[src/rtl/dcache_stage_sb_pkg.sv]
// Shared types and helpers for the dcache_stage_sb memory stage and its store buffer.
// The store-buffer entry is sized by DCS_ADDR_W/DCS_DATA_W. The top-level
// ADDR_WIDTH/DATA_WIDTH parameters must keep these same values.
package dcache_stage_sb_pkg;

   localparam int unsigned DCS_ADDR_W = 32;
   localparam int unsigned DCS_DATA_W = 32;

   typedef struct packed {
      logic [DCS_ADDR_W-1:0] addr;
      logic [DCS_DATA_W-1:0] data;
      logic                  is_byte;
   } sb_entry_t;

   typedef enum logic [1:0] {
      DCS_IDLE    = 2'd0,
      DCS_LD_BUSY = 2'd1,
      DCS_ST_BUSY = 2'd2
   } dcs_state_e;

   // Little-endian byte lane select, zero-extended to the data width.
   function automatic logic [DCS_DATA_W-1:0] byte_lane(input logic [DCS_DATA_W-1:0] word,
                                                       input logic [1:0]            lane);
      logic [7:0] b;
      case (lane)
         2'd0:    b = word[7:0];
         2'd1:    b = word[15:8];
         2'd2:    b = word[23:16];
         2'd3:    b = word[31:24];
         default: b = 8'h00;
      endcase
      return {{(DCS_DATA_W-8){1'b0}}, b};
   endfunction

endpackage

[src/rtl/dcache_stage_sb_sb_fifo.sv]
// Store buffer FIFO: entry storage, wrapping pointers, occupancy count,
// full/empty flags and a youngest-match word-address search over valid entries.
module dcache_stage_sb_sb_fifo
   import dcache_stage_sb_pkg::*;
#(
   parameter int unsigned DEPTH = 4
)(
   input  logic                    clock,
   input  logic                    reset,
   input  logic                    push,
   input  sb_entry_t               push_entry,
   input  logic                    pop,
   output sb_entry_t               head_entry,
   output logic                    full,
   output logic                    empty,
   input  logic [DCS_ADDR_W-3:0]   lookup_word,
   output logic                    hit,
   output sb_entry_t               hit_entry
);

   localparam int PW = $clog2(DEPTH);
   localparam int CW = PW + 1;
   localparam logic [PW-1:0] PTR_ONE = PW'(1);
   localparam logic [CW-1:0] CNT_ONE = CW'(1);

   sb_entry_t     mem_r [DEPTH];
   logic [PW-1:0] wr_ptr_r;
   logic [PW-1:0] rd_ptr_r;
   logic [CW-1:0] count_r;
   logic          do_push_s;
   logic          do_pop_s;

   assign full       = (count_r == CW'(DEPTH));
   assign empty      = (count_r == '0);
   assign do_pop_s   = pop & ~empty;
   // A push into a full buffer is only legal when the head leaves in the same cycle.
   assign do_push_s  = push & (~full | do_pop_s);
   assign head_entry = mem_r[rd_ptr_r];

   // Entry storage: written at the tail on push.
   always_ff @(posedge clock or negedge reset) begin
      if (!reset) begin
         for (int i = 0; i < int'(DEPTH); i++) begin
            mem_r[i] <= '0;
         end
      end else if (do_push_s) begin
         mem_r[wr_ptr_r] <= push_entry;
      end
   end

   // Pointers wrap naturally at DEPTH (power of two); count tracks occupancy.
   always_ff @(posedge clock or negedge reset) begin
      if (!reset) begin
         wr_ptr_r <= '0;
         rd_ptr_r <= '0;
         count_r  <= '0;
      end else begin
         if (do_push_s) wr_ptr_r <= wr_ptr_r + PTR_ONE;
         if (do_pop_s)  rd_ptr_r <= rd_ptr_r + PTR_ONE;
         case ({do_push_s, do_pop_s})
            2'b10:   count_r <= count_r + CNT_ONE;
            2'b01:   count_r <= count_r - CNT_ONE;
            default: count_r <= count_r;
         endcase
      end
   end

   // Walk oldest to youngest so the last match seen is the youngest one.
   always_comb begin
      logic [PW-1:0] idx_v;
      logic          match_v;
      hit       = 1'b0;
      hit_entry = '0;
      for (int i = 0; i < int'(DEPTH); i++) begin
         idx_v   = rd_ptr_r + PW'(i);
         match_v = (i < int'(count_r)) &&
                   (mem_r[idx_v].addr[DCS_ADDR_W-1:2] == lookup_word);
         if (match_v) begin
            hit       = 1'b1;
            hit_entry = mem_r[idx_v];
         end else begin
            hit       = hit;
            hit_entry = hit_entry;
         end
      end
   end

endmodule

[src/rtl/dcache_stage_sb.sv]
// Memory stage between ALU and WB with a FIFO store buffer in front of the data cache.
// Stores retire to WB immediately and drain in the background. Loads check the
// buffer first. R-type results pass through in one cycle.
// Optional feature macro: DCACHE_SB_FWD_EN enables load forwarding from the
// youngest matching buffered store. Without it, any match holds the load
// until that store drains.
module dcache_stage_sb
   import dcache_stage_sb_pkg::*;
#(
   parameter int unsigned ADDR_WIDTH = 32,
   parameter int unsigned DATA_WIDTH = 32,
   parameter int unsigned SB_DEPTH   = 4,
   parameter int unsigned REG_AW     = 5,
   parameter int unsigned PC_WIDTH   = 32
)(
   input  logic                  clock,
   input  logic                  reset,
   input  logic                  stall_pipeline,
   output logic                  stage_ready,
   input  logic                  req_valid,
   input  logic                  mem_instr,
   input  logic                  int_instr,
   input  logic                  req_is_store,
   input  logic                  req_is_byte,
   input  logic [ADDR_WIDTH-1:0] req_addr,
   input  logic [DATA_WIDTH-1:0] req_data,
   input  logic [REG_AW-1:0]     req_dst_reg,
   input  logic [PC_WIDTH-1:0]   req_pc,
   output logic                  dc_req_valid,
   output logic                  dc_req_is_store,
   output logic                  dc_req_is_byte,
   output logic [ADDR_WIDTH-1:0] dc_req_addr,
   output logic [DATA_WIDTH-1:0] dc_req_data,
   input  logic                  dc_ready,
   input  logic                  dc_rsp_valid,
   input  logic [DATA_WIDTH-1:0] dc_rsp_data,
   output logic                  write_rf,
   output logic [REG_AW-1:0]     dest_rf,
   output logic [DATA_WIDTH-1:0] rsp_data,
   output logic [PC_WIDTH-1:0]   wb_instr_pc,
   output logic                  data_bp_valid,
   output logic [DATA_WIDTH-1:0] data_bypass,
   output logic                  xcpt_addr_fault,
   output logic [ADDR_WIDTH-1:0] xcpt_addr_val
);

`ifdef DCACHE_SB_FWD_EN
   localparam logic FWD_EN = 1'b1;
`else
   localparam logic FWD_EN = 1'b0;
`endif

   dcs_state_e state_r, state_next_s;

   sb_entry_t push_entry_s, head_entry_s, hit_entry_s;
   logic      sb_full_s, sb_empty_s, sb_hit_s, sb_push_s, sb_pop_s;

   logic misalign_s, is_store_s, is_load_s, accept_s;
   logic fwd_ok_s, ld_blocked_s, load_fwd_s, load_miss_s, drain_pri_s;
   logic load_issue_s, drain_start_s, ld_done_s;
   logic [DATA_WIDTH-1:0] fwd_data_s;

   // Context of the load waiting on the cache.
   logic [REG_AW-1:0]   ld_dst_r;
   logic [PC_WIDTH-1:0] ld_pc_r;
   logic [1:0]          ld_lane_r;
   logic                ld_byte_r;

   logic                  dc_valid_next_s, dc_store_next_s, dc_byte_next_s;
   logic [ADDR_WIDTH-1:0] dc_addr_next_s;
   logic [DATA_WIDTH-1:0] dc_data_next_s;
   logic                  write_rf_next_s, fault_next_s;
   logic [REG_AW-1:0]     dest_next_s;
   logic [DATA_WIDTH-1:0] rsp_data_next_s;
   logic [PC_WIDTH-1:0]   pc_next_s;
   logic [ADDR_WIDTH-1:0] fault_addr_next_s;

   assign push_entry_s.addr    = req_addr;
   assign push_entry_s.data    = req_data;
   assign push_entry_s.is_byte = req_is_byte;

   dcache_stage_sb_sb_fifo #(.DEPTH(SB_DEPTH)) u_sb_fifo (
      .clock       (clock),
      .reset       (reset),
      .push        (sb_push_s),
      .push_entry  (push_entry_s),
      .pop         (sb_pop_s),
      .head_entry  (head_entry_s),
      .full        (sb_full_s),
      .empty       (sb_empty_s),
      .lookup_word (req_addr[ADDR_WIDTH-1:2]),
      .hit         (sb_hit_s),
      .hit_entry   (hit_entry_s)
   );

   // Request classification. A misaligned word access is never executed.
   assign misalign_s = mem_instr & ~req_is_byte & (req_addr[1:0] != 2'b00);
   assign is_store_s = mem_instr &  req_is_store & ~misalign_s;
   assign is_load_s  = mem_instr & ~req_is_store & ~misalign_s;

   // Forwarding rule: a word store always forwards. A byte store forwards only
   // to a byte load at the same byte address.
   assign fwd_ok_s     = FWD_EN & (~hit_entry_s.is_byte |
                                   (req_is_byte & (hit_entry_s.addr == req_addr)));
   assign ld_blocked_s = sb_hit_s & ~fwd_ok_s;
   assign load_fwd_s   = is_load_s & sb_hit_s & fwd_ok_s;
   assign load_miss_s  = is_load_s & ~sb_hit_s;
   // A full buffer wins the cache over a new load. That load waits one turn.
   assign drain_pri_s  = sb_full_s & dc_ready;

   assign stage_ready = (state_r == DCS_IDLE) &
                        ~(is_store_s & sb_full_s) &
                        ~(is_load_s & ld_blocked_s) &
                        ~(load_miss_s & drain_pri_s);

   assign accept_s      = req_valid & stage_ready & ~stall_pipeline;
   assign load_issue_s  = accept_s & load_miss_s;
   assign drain_start_s = (state_r == DCS_IDLE) & ~load_issue_s & ~sb_empty_s & dc_ready;
   assign ld_done_s     = (state_r == DCS_LD_BUSY) & dc_rsp_valid;
   assign sb_push_s     = accept_s & is_store_s;
   assign sb_pop_s      = (state_r == DCS_ST_BUSY) & dc_rsp_valid;

   assign fwd_data_s = ~req_is_byte         ? hit_entry_s.data :
                       hit_entry_s.is_byte ? byte_lane(hit_entry_s.data, 2'b00) :
                                             byte_lane(hit_entry_s.data, req_addr[1:0]);

   assign data_bp_valid = write_rf_next_s;
   assign data_bypass   = rsp_data_next_s;

   // FSM state register.
   always_ff @(posedge clock or negedge reset) begin
      if (!reset) state_r <= DCS_IDLE;
      else        state_r <= state_next_s;
   end

   // FSM next state: a load issue takes the cache before a background drain.
   always_comb begin
      state_next_s = state_r;
      case (state_r)
         DCS_IDLE: begin
            if (load_issue_s)       state_next_s = DCS_LD_BUSY;
            else if (drain_start_s) state_next_s = DCS_ST_BUSY;
            else                    state_next_s = DCS_IDLE;
         end
         DCS_LD_BUSY: begin
            if (dc_rsp_valid) state_next_s = DCS_IDLE;
            else              state_next_s = DCS_LD_BUSY;
         end
         DCS_ST_BUSY: begin
            if (dc_rsp_valid) state_next_s = DCS_IDLE;
            else              state_next_s = DCS_ST_BUSY;
         end
         default: state_next_s = DCS_IDLE;
      endcase
   end

   // Cache request: launched from IDLE, then held stable until dc_ready takes it.
   always_comb begin
      dc_valid_next_s = dc_req_valid;
      dc_store_next_s = dc_req_is_store;
      dc_byte_next_s  = dc_req_is_byte;
      dc_addr_next_s  = dc_req_addr;
      dc_data_next_s  = dc_req_data;
      if (load_issue_s) begin
         dc_valid_next_s = 1'b1;
         dc_store_next_s = 1'b0;
         dc_byte_next_s  = req_is_byte;
         dc_addr_next_s  = req_addr;
         dc_data_next_s  = '0;
      end else if (drain_start_s) begin
         dc_valid_next_s = 1'b1;
         dc_store_next_s = 1'b1;
         dc_byte_next_s  = head_entry_s.is_byte;
         dc_addr_next_s  = head_entry_s.addr;
         dc_data_next_s  = head_entry_s.data;
      end else if (dc_req_valid & dc_ready) begin
         dc_valid_next_s = 1'b0;
      end else begin
         dc_valid_next_s = dc_req_valid;
      end
   end

   // WB results: cache load completion, R-type, forwarded load, store retire, or fault.
   always_comb begin
      write_rf_next_s   = 1'b0;
      fault_next_s      = 1'b0;
      dest_next_s       = dest_rf;
      rsp_data_next_s   = rsp_data;
      pc_next_s         = wb_instr_pc;
      fault_addr_next_s = xcpt_addr_val;
      if (ld_done_s) begin
         write_rf_next_s = 1'b1;
         dest_next_s     = ld_dst_r;
         rsp_data_next_s = ld_byte_r ? byte_lane(dc_rsp_data, ld_lane_r) : dc_rsp_data;
         pc_next_s       = ld_pc_r;
      end else if (accept_s) begin
         if (misalign_s) begin
            fault_next_s      = 1'b1;
            fault_addr_next_s = req_addr;
            pc_next_s         = req_pc;
         end else if (is_store_s) begin
            pc_next_s = req_pc;
         end else if (load_fwd_s) begin
            write_rf_next_s = 1'b1;
            dest_next_s     = req_dst_reg;
            rsp_data_next_s = fwd_data_s;
            pc_next_s       = req_pc;
         end else if (~mem_instr & int_instr) begin
            write_rf_next_s = 1'b1;
            dest_next_s     = req_dst_reg;
            rsp_data_next_s = req_data;
            pc_next_s       = req_pc;
         end else begin
            pc_next_s = wb_instr_pc;
         end
      end else begin
         pc_next_s = wb_instr_pc;
      end
   end

   // Registered cache request outputs.
   always_ff @(posedge clock or negedge reset) begin
      if (!reset) begin
         dc_req_valid    <= 1'b0;
         dc_req_is_store <= 1'b0;
         dc_req_is_byte  <= 1'b0;
         dc_req_addr     <= '0;
         dc_req_data     <= '0;
      end else begin
         dc_req_valid    <= dc_valid_next_s;
         dc_req_is_store <= dc_store_next_s;
         dc_req_is_byte  <= dc_byte_next_s;
         dc_req_addr     <= dc_addr_next_s;
         dc_req_data     <= dc_data_next_s;
      end
   end

   // Capture the issuing load's destination, PC and byte lane for its completion.
   always_ff @(posedge clock or negedge reset) begin
      if (!reset) begin
         ld_dst_r  <= '0;
         ld_pc_r   <= '0;
         ld_lane_r <= 2'b00;
         ld_byte_r <= 1'b0;
      end else if (load_issue_s) begin
         ld_dst_r  <= req_dst_reg;
         ld_pc_r   <= req_pc;
         ld_lane_r <= req_addr[1:0];
         ld_byte_r <= req_is_byte;
      end
   end

   // Registered WB and exception outputs.
   always_ff @(posedge clock or negedge reset) begin
      if (!reset) begin
         write_rf        <= 1'b0;
         dest_rf         <= '0;
         rsp_data        <= '0;
         wb_instr_pc     <= '0;
         xcpt_addr_fault <= 1'b0;
         xcpt_addr_val   <= '0;
      end else begin
         write_rf        <= write_rf_next_s;
         dest_rf         <= dest_next_s;
         rsp_data        <= rsp_data_next_s;
         wb_instr_pc     <= pc_next_s;
         xcpt_addr_fault <= fault_next_s;
         xcpt_addr_val   <= fault_addr_next_s;
      end
   end

endmodule
[config.mk]
export PLATFORM = sky130hd
export DESIGN_NAME = dcache_stage_sb
export DESIGN_NICKNAME = d
export VERILOG_FILES = /design/src/rtl/dcache_stage_sb_pkg.sv /design/src/rtl/dcache_stage_sb_sb_fifo.sv /design/src/rtl/dcache_stage_sb.sv
export SDC_FILE = /design/constraint.sdc
export NUM_CORES = 1
export LEC_CHECK = 0
export CAP_MARGIN = 40
export CORE_MARGIN = 8
export CORE_UTILIZATION = 62
export DETAILED_ROUTE_END_ITERATION = 10
export PLACE_DENSITY = 0.87
export SKIP_LAST_GASP = 1
export SYNTH_ARGS = -nofsm -noshare
export SYNTH_HDL_FRONTEND = slang
export SYNTH_HIERARCHICAL = 1
export SYNTH_SLANG_ARGS = --single-unit
[constraint.sdc]
create_clock -name clock -period 11.8 [get_ports clock]
set_input_delay 3.54 -clock clock [delete_from_list [all_inputs] [get_ports clock]]
set_output_delay 3.54 -clock clock [all_outputs]
set_load 0.02 [all_outputs]
Word-level counts from Yosys, hierarchy flattened. Index checks and enable logic that the tools add are counted.

Bits in registers: 479. Bits in latches: 0. Bits in writable memories: 0. Memory bits (read-only): 0. Bits of input ports: 143. Output and inout bits: 204. Word-level logic and storage cells: 186. Memories: 0.

Add/sub/neg operators: 6. $mul: 0. Divide/modulo/power cells: 0. Magnitude comparators: 10. Eq/ne operators: 14. Shift operators: 0. Muxes and demuxes: 61. Bitwise operators: 46. Reduce and logical (&&, ||, !) cells: 18.

Operators by type and width (count): 2-to-1 mux 65 bit (9); binary-select mux 65 bit (select 2 bit) (4); 2-to-1 mux 32 bit (15); bitwise mux 260 bit (1); demux 65 bit (select 2 bit) (1); == test 30 bit (4); one-hot mux 8 bit (4 select lines) (1); AND 1 bit (27); 2-to-1 mux 5 bit (5); 2-to-1 mux 1 bit (20); >= comparator 3 bit, second input constant (5); NOT 2 -> 3 bit (5); NOT 1 bit (13); nonzero test 2 bit (5); == test 2 bit, second input constant (4); == test 2 x 1 -> 1 bit, second input constant (3); less-than comparator 1 x 3 -> 1 bit, first input constant (2); less-than comparator 2 x 3 -> 1 bit, first input constant (2); 2-to-1 mux 2 bit (3); one-hot mux 2 bit (3 select lines) (1); one-hot mux 3 bit (2 select lines) (1); logical AND 1 bit (5); adder 2 x 1 -> 2 bit, second input constant (2); adder 2 bit, second input constant (2); other kinds (13) (15).

Logic depth before layout (Yosys ltp).
Depth in word-level cells: 25. Gate-level depth with buffers: 20. Gate-level depth less buffers: 12.

By module. The synthesis kept the hierarchy.

By module, submodules not included: dcache_stage_sb_sb_fifo (instances 1, cells each 2055, area an instance 21605.7 um^2, sequential area each 6681.4 um^2); dcache_stage_sb (instances 1, cells each 996, area an instance 9143.8 um^2, sequential area each 5305.1 um^2).

Least setup slack after synthesis. Ideal clock, no wire load.

Path kind: input port to output port. Start point: input port req_addr[23]. End point: output port stage_ready. Data arrival time: 6.119 ns. Required time: 8.260 ns. Setup slack: 2.141 ns. Stages: 11. Buffers on the path: 3. Path through: clkbuf_1 > xnor2_1 > nor3_1 > o2111ai_1 > clkbuf_1 > nor2b_1 > clkbuf_1 > nand3_1 > a211o_1 > and4_1 > nor3_1.

Cells in the longest elaborated chain, start to end: 11. Elaborated cells on any way between the ends: 20. Those cells by class: eq/ne (4); mux (4); bitwise (8); reduce/logical (4).

Ends and longest elaborated chain: from (decl) (RTL line dcache_stage_sb.sv:25) `input logic [ADDR_WIDTH-1:0] req_addr,`; == test 30 bit (RTL line dcache_stage_sb_sb_fifo.sv:77) `(mem_r[idx_v].addr[DCS_ADDR_W-1:2] == lookup_word);`; logical AND 1 bit (RTL line dcache_stage_sb_sb_fifo.sv:76) `match_v = (i < int'(count_r)) &&`; 2-to-1 mux 1 bit (3 in a row) (RTL line dcache_stage_sb_sb_fifo.sv:78) `if (match_v) begin`; 2-to-1 mux 1 bit * (RTL line dcache_stage_sb_sb_fifo.sv:78); via ld_blocked_s (RTL line dcache_stage_sb.sv:59) `logic fwd_ok_s, ld_blocked_s, load_fwd_s, load_miss_s, drain_pri_s;`; NOT 1 bit (RTL line dcache_stage_sb.sv:107) `assign load_miss_s = is_load_s & ~sb_hit_s;`; AND 1 bit (RTL line dcache_stage_sb.sv:107); AND 1 bit (RTL line dcache_stage_sb.sv:114) `~(load_miss_s & drain_pri_s);`; NOT 1 bit (RTL line dcache_stage_sb.sv:114); AND 1 bit * (RTL line dcache_stage_sb.sv:113) `~(is_load_s & ld_blocked_s) &`; to (decl) (RTL line dcache_stage_sb.sv:19) `output logic stage_ready,`.

The timed path passes the listed nets; every way through them passes the cells marked *.

Final worst setup path.
Start point: input port req_addr[15]. End point: output port stage_ready.

The elaborated chain is that of the path after synthesis.

==> summary.md <==
| Metric | Value |
|---|---|
| Routability cong. | 0.939 |
| I/O Buffers | 346 |
| Syn Area/Cell | between 10 and 15 µm² |
| CTS tree | yes |
| Ys Warns | 6 |
| Nets | 2710 |
| Post-CTS setup buffer count | 0 |
| Initial Utilization | 62.4% |
| WP data required | 8260 ps |
| Die W | 218 µm |
| Mapped cell area | 0.0253 mm² |
| Layout cells sized above 1 | 19.5% |
| Vias in the first global route | 20687 |
| Status | finished clean |
| Slew HR | 28.0% |
| Clock Latency Late Sink | 590 ps |
| CTS Sinks | 479 |
| Fillers | 2573 |
| Slew @ Worst Pin | 1080 ps |
| Leakage power | 14.1 nW |
| Die area | approximately 0.048 mm² |
| Vias per cell | 6.32 |
| Antenna violations before repair | 3 |
| Final Max Slew Viols | 0 |
| Post-CTS sizing | 0 |
| Total wire length | 77400 µm |
| IO Count | around 350 |
| Power Total | 8.08 mW |
| CP Max Fanout | 12 |
| Final Hold Viols | 0 |
| Worst Hold Class | reg -> reg |
| Most frequent cells in the layout | dfrtp_1 (477), nand2_1 (404), clkdlybuf4s50_1 (345) |
| Cell Rows | 74 |
| Via Count | 19782 |
| DRT iter0 DRCs | 1771 |
| Flip-flop and latch area | 0.0120 mm² |
| Hold bufs inserted after CTS | 0 |
| Max-cap violations | 0 |
| Clock transition at path regs | 60 ps |
| Critical Path AT | roughly 7200 ps |
| Tot GR Track Use | 32.0% |
| Tcrit/Tclk final | between 90% and 100% |
| Core Region | 0.0406 mm² |
| H-tree Lvls | 2 |
| First-pass GRT wire length | 120000 µm |
| Setup Skew | 22.1 ps |
| Critical Path Sink Type | output port |
| Pre-Repair DR Iteration Count | 5 |
| PwrDens | 264 mW/mm² |
| Area grow syn2layout | 21.2% |
| Largest net degree at the start of global routing | 184 |
| Die Ht | 218 µm |
| Startpoint types | input pin |
| Final min period | 10710 ps |
| Final setup TNS | 0 ps |
| TritonCTS Buffers | 50 |
| Max Fclk | between 90 and 100 MHz |
| DPL Wire Length | 52600 µm |
| Root buffer cell | clkbuf_16 |
| Clk buf depth | 3 |
| RSZ-0062 raised after global routing | false |
| Syn Inst Count | 2309 |
| Most common cell after layout, fill and taps aside | dfrtp_1 |
| GRT overflow | 0 |
| Syn nets | 2460 |
| VDD IR max | 0.172 mV |
| Setup violators final | 0 |
| Footprint of the multi-input gates | about 0.012 mm² |
| Worst Path Class, Setup | in -> out |
| Avg WL per Cell | roughly 25 µm |
| # DRC | 0 |
| Routed Antenna Nets | 0 |
-- routing by layer --
layer	GRT usage [%]	part of all wire [%]	vias up
met5	0	0.017	-
met4	14.2	4.6	2
met3	6.80	7.2	207
met2	53.4	49	849
met1	39.7	39	10107
li1	-	-	8617
-- worst max-delay path, stage by stage --
cell and delay, ps:
clkdlybuf4s50_1 780, inv_1 270, xnor2_1 220, nand4_1 120
a221o_1 350, or4b_1 520, nand2b_1 160, nand3_1 150
a211o_1 200, and4_1 210, nor3_1 70, clkdlybuf4s50_1 560
-- where the power goes --
part / switching, mW / total, mW / leakage [nW] / internal (mW)
registers: 0.519 / 2.80 / 6.28 / 2.28
logic: 1.97 / 3.71 / 7.03 / 1.73
clock network: 0.665 / 1.57 / 0.806 / 0.906
-- flip-flops by register name (all words and copies together), names as in the netlist, 32 cells and up --
register,flops
rsp_data,32
ld_pc_r,32
xcpt_addr_val,32
dc_req_addr,32
wb_instr_pc,32
dc_req_data,32
u_sb_fifo/mem_r,260
-- final timing paths --
path                                       start                 to  slack, ps  depth (start not counted)
setup / recovery                    req_addr[15]        stage_ready       1090                         12
hold / removal                       ld_pc_r[25]        ld_pc_r[25]        480                          2
setup reg to reg           u_sb_fifo/rd_ptr_r[1]    dc_req_addr[20]       6400                         15
hold reg to reg                      ld_pc_r[25]        ld_pc_r[25]        480                          2
max in group asynchronous                  reset       rsp_data[17]       6800                          4
min in group asynchronous                  reset  xcpt_addr_val[14]       3030                          1
-- metrics by stage --
step | setup WS [ps] | cell area (µm²) | hold slack (ps) | std cells | util [%]
after floorplan | 2620 | 25300 | 445 | 2309 | -
after global placement | 1170 | 28800 | 457 | 3030 | 71.1
after detailed placement | 1160 | 29000 | 463 | 3038 | 71.6
after CTS | 1130 | 30700 | 478 | 3127 | 75.6
after global routing | 957 | 30700 | 494 | 3129 | 75.6
final | 1090 | 30700 | 476 | 3130 | 75.6
-- area by class of cell --
cell class                 instances  area share [%]
inverter                          51           0.628
tap                              532            2.17
multi-input combinational       1589            39.9
clock inverter                    21           0.653
clock buffer                      68            4.63
antenna                            2          0.0163
timing repair buffer             388            12.9
sequential                       479            39.1
Note: power is estimated with default switching activity, not from simulation.
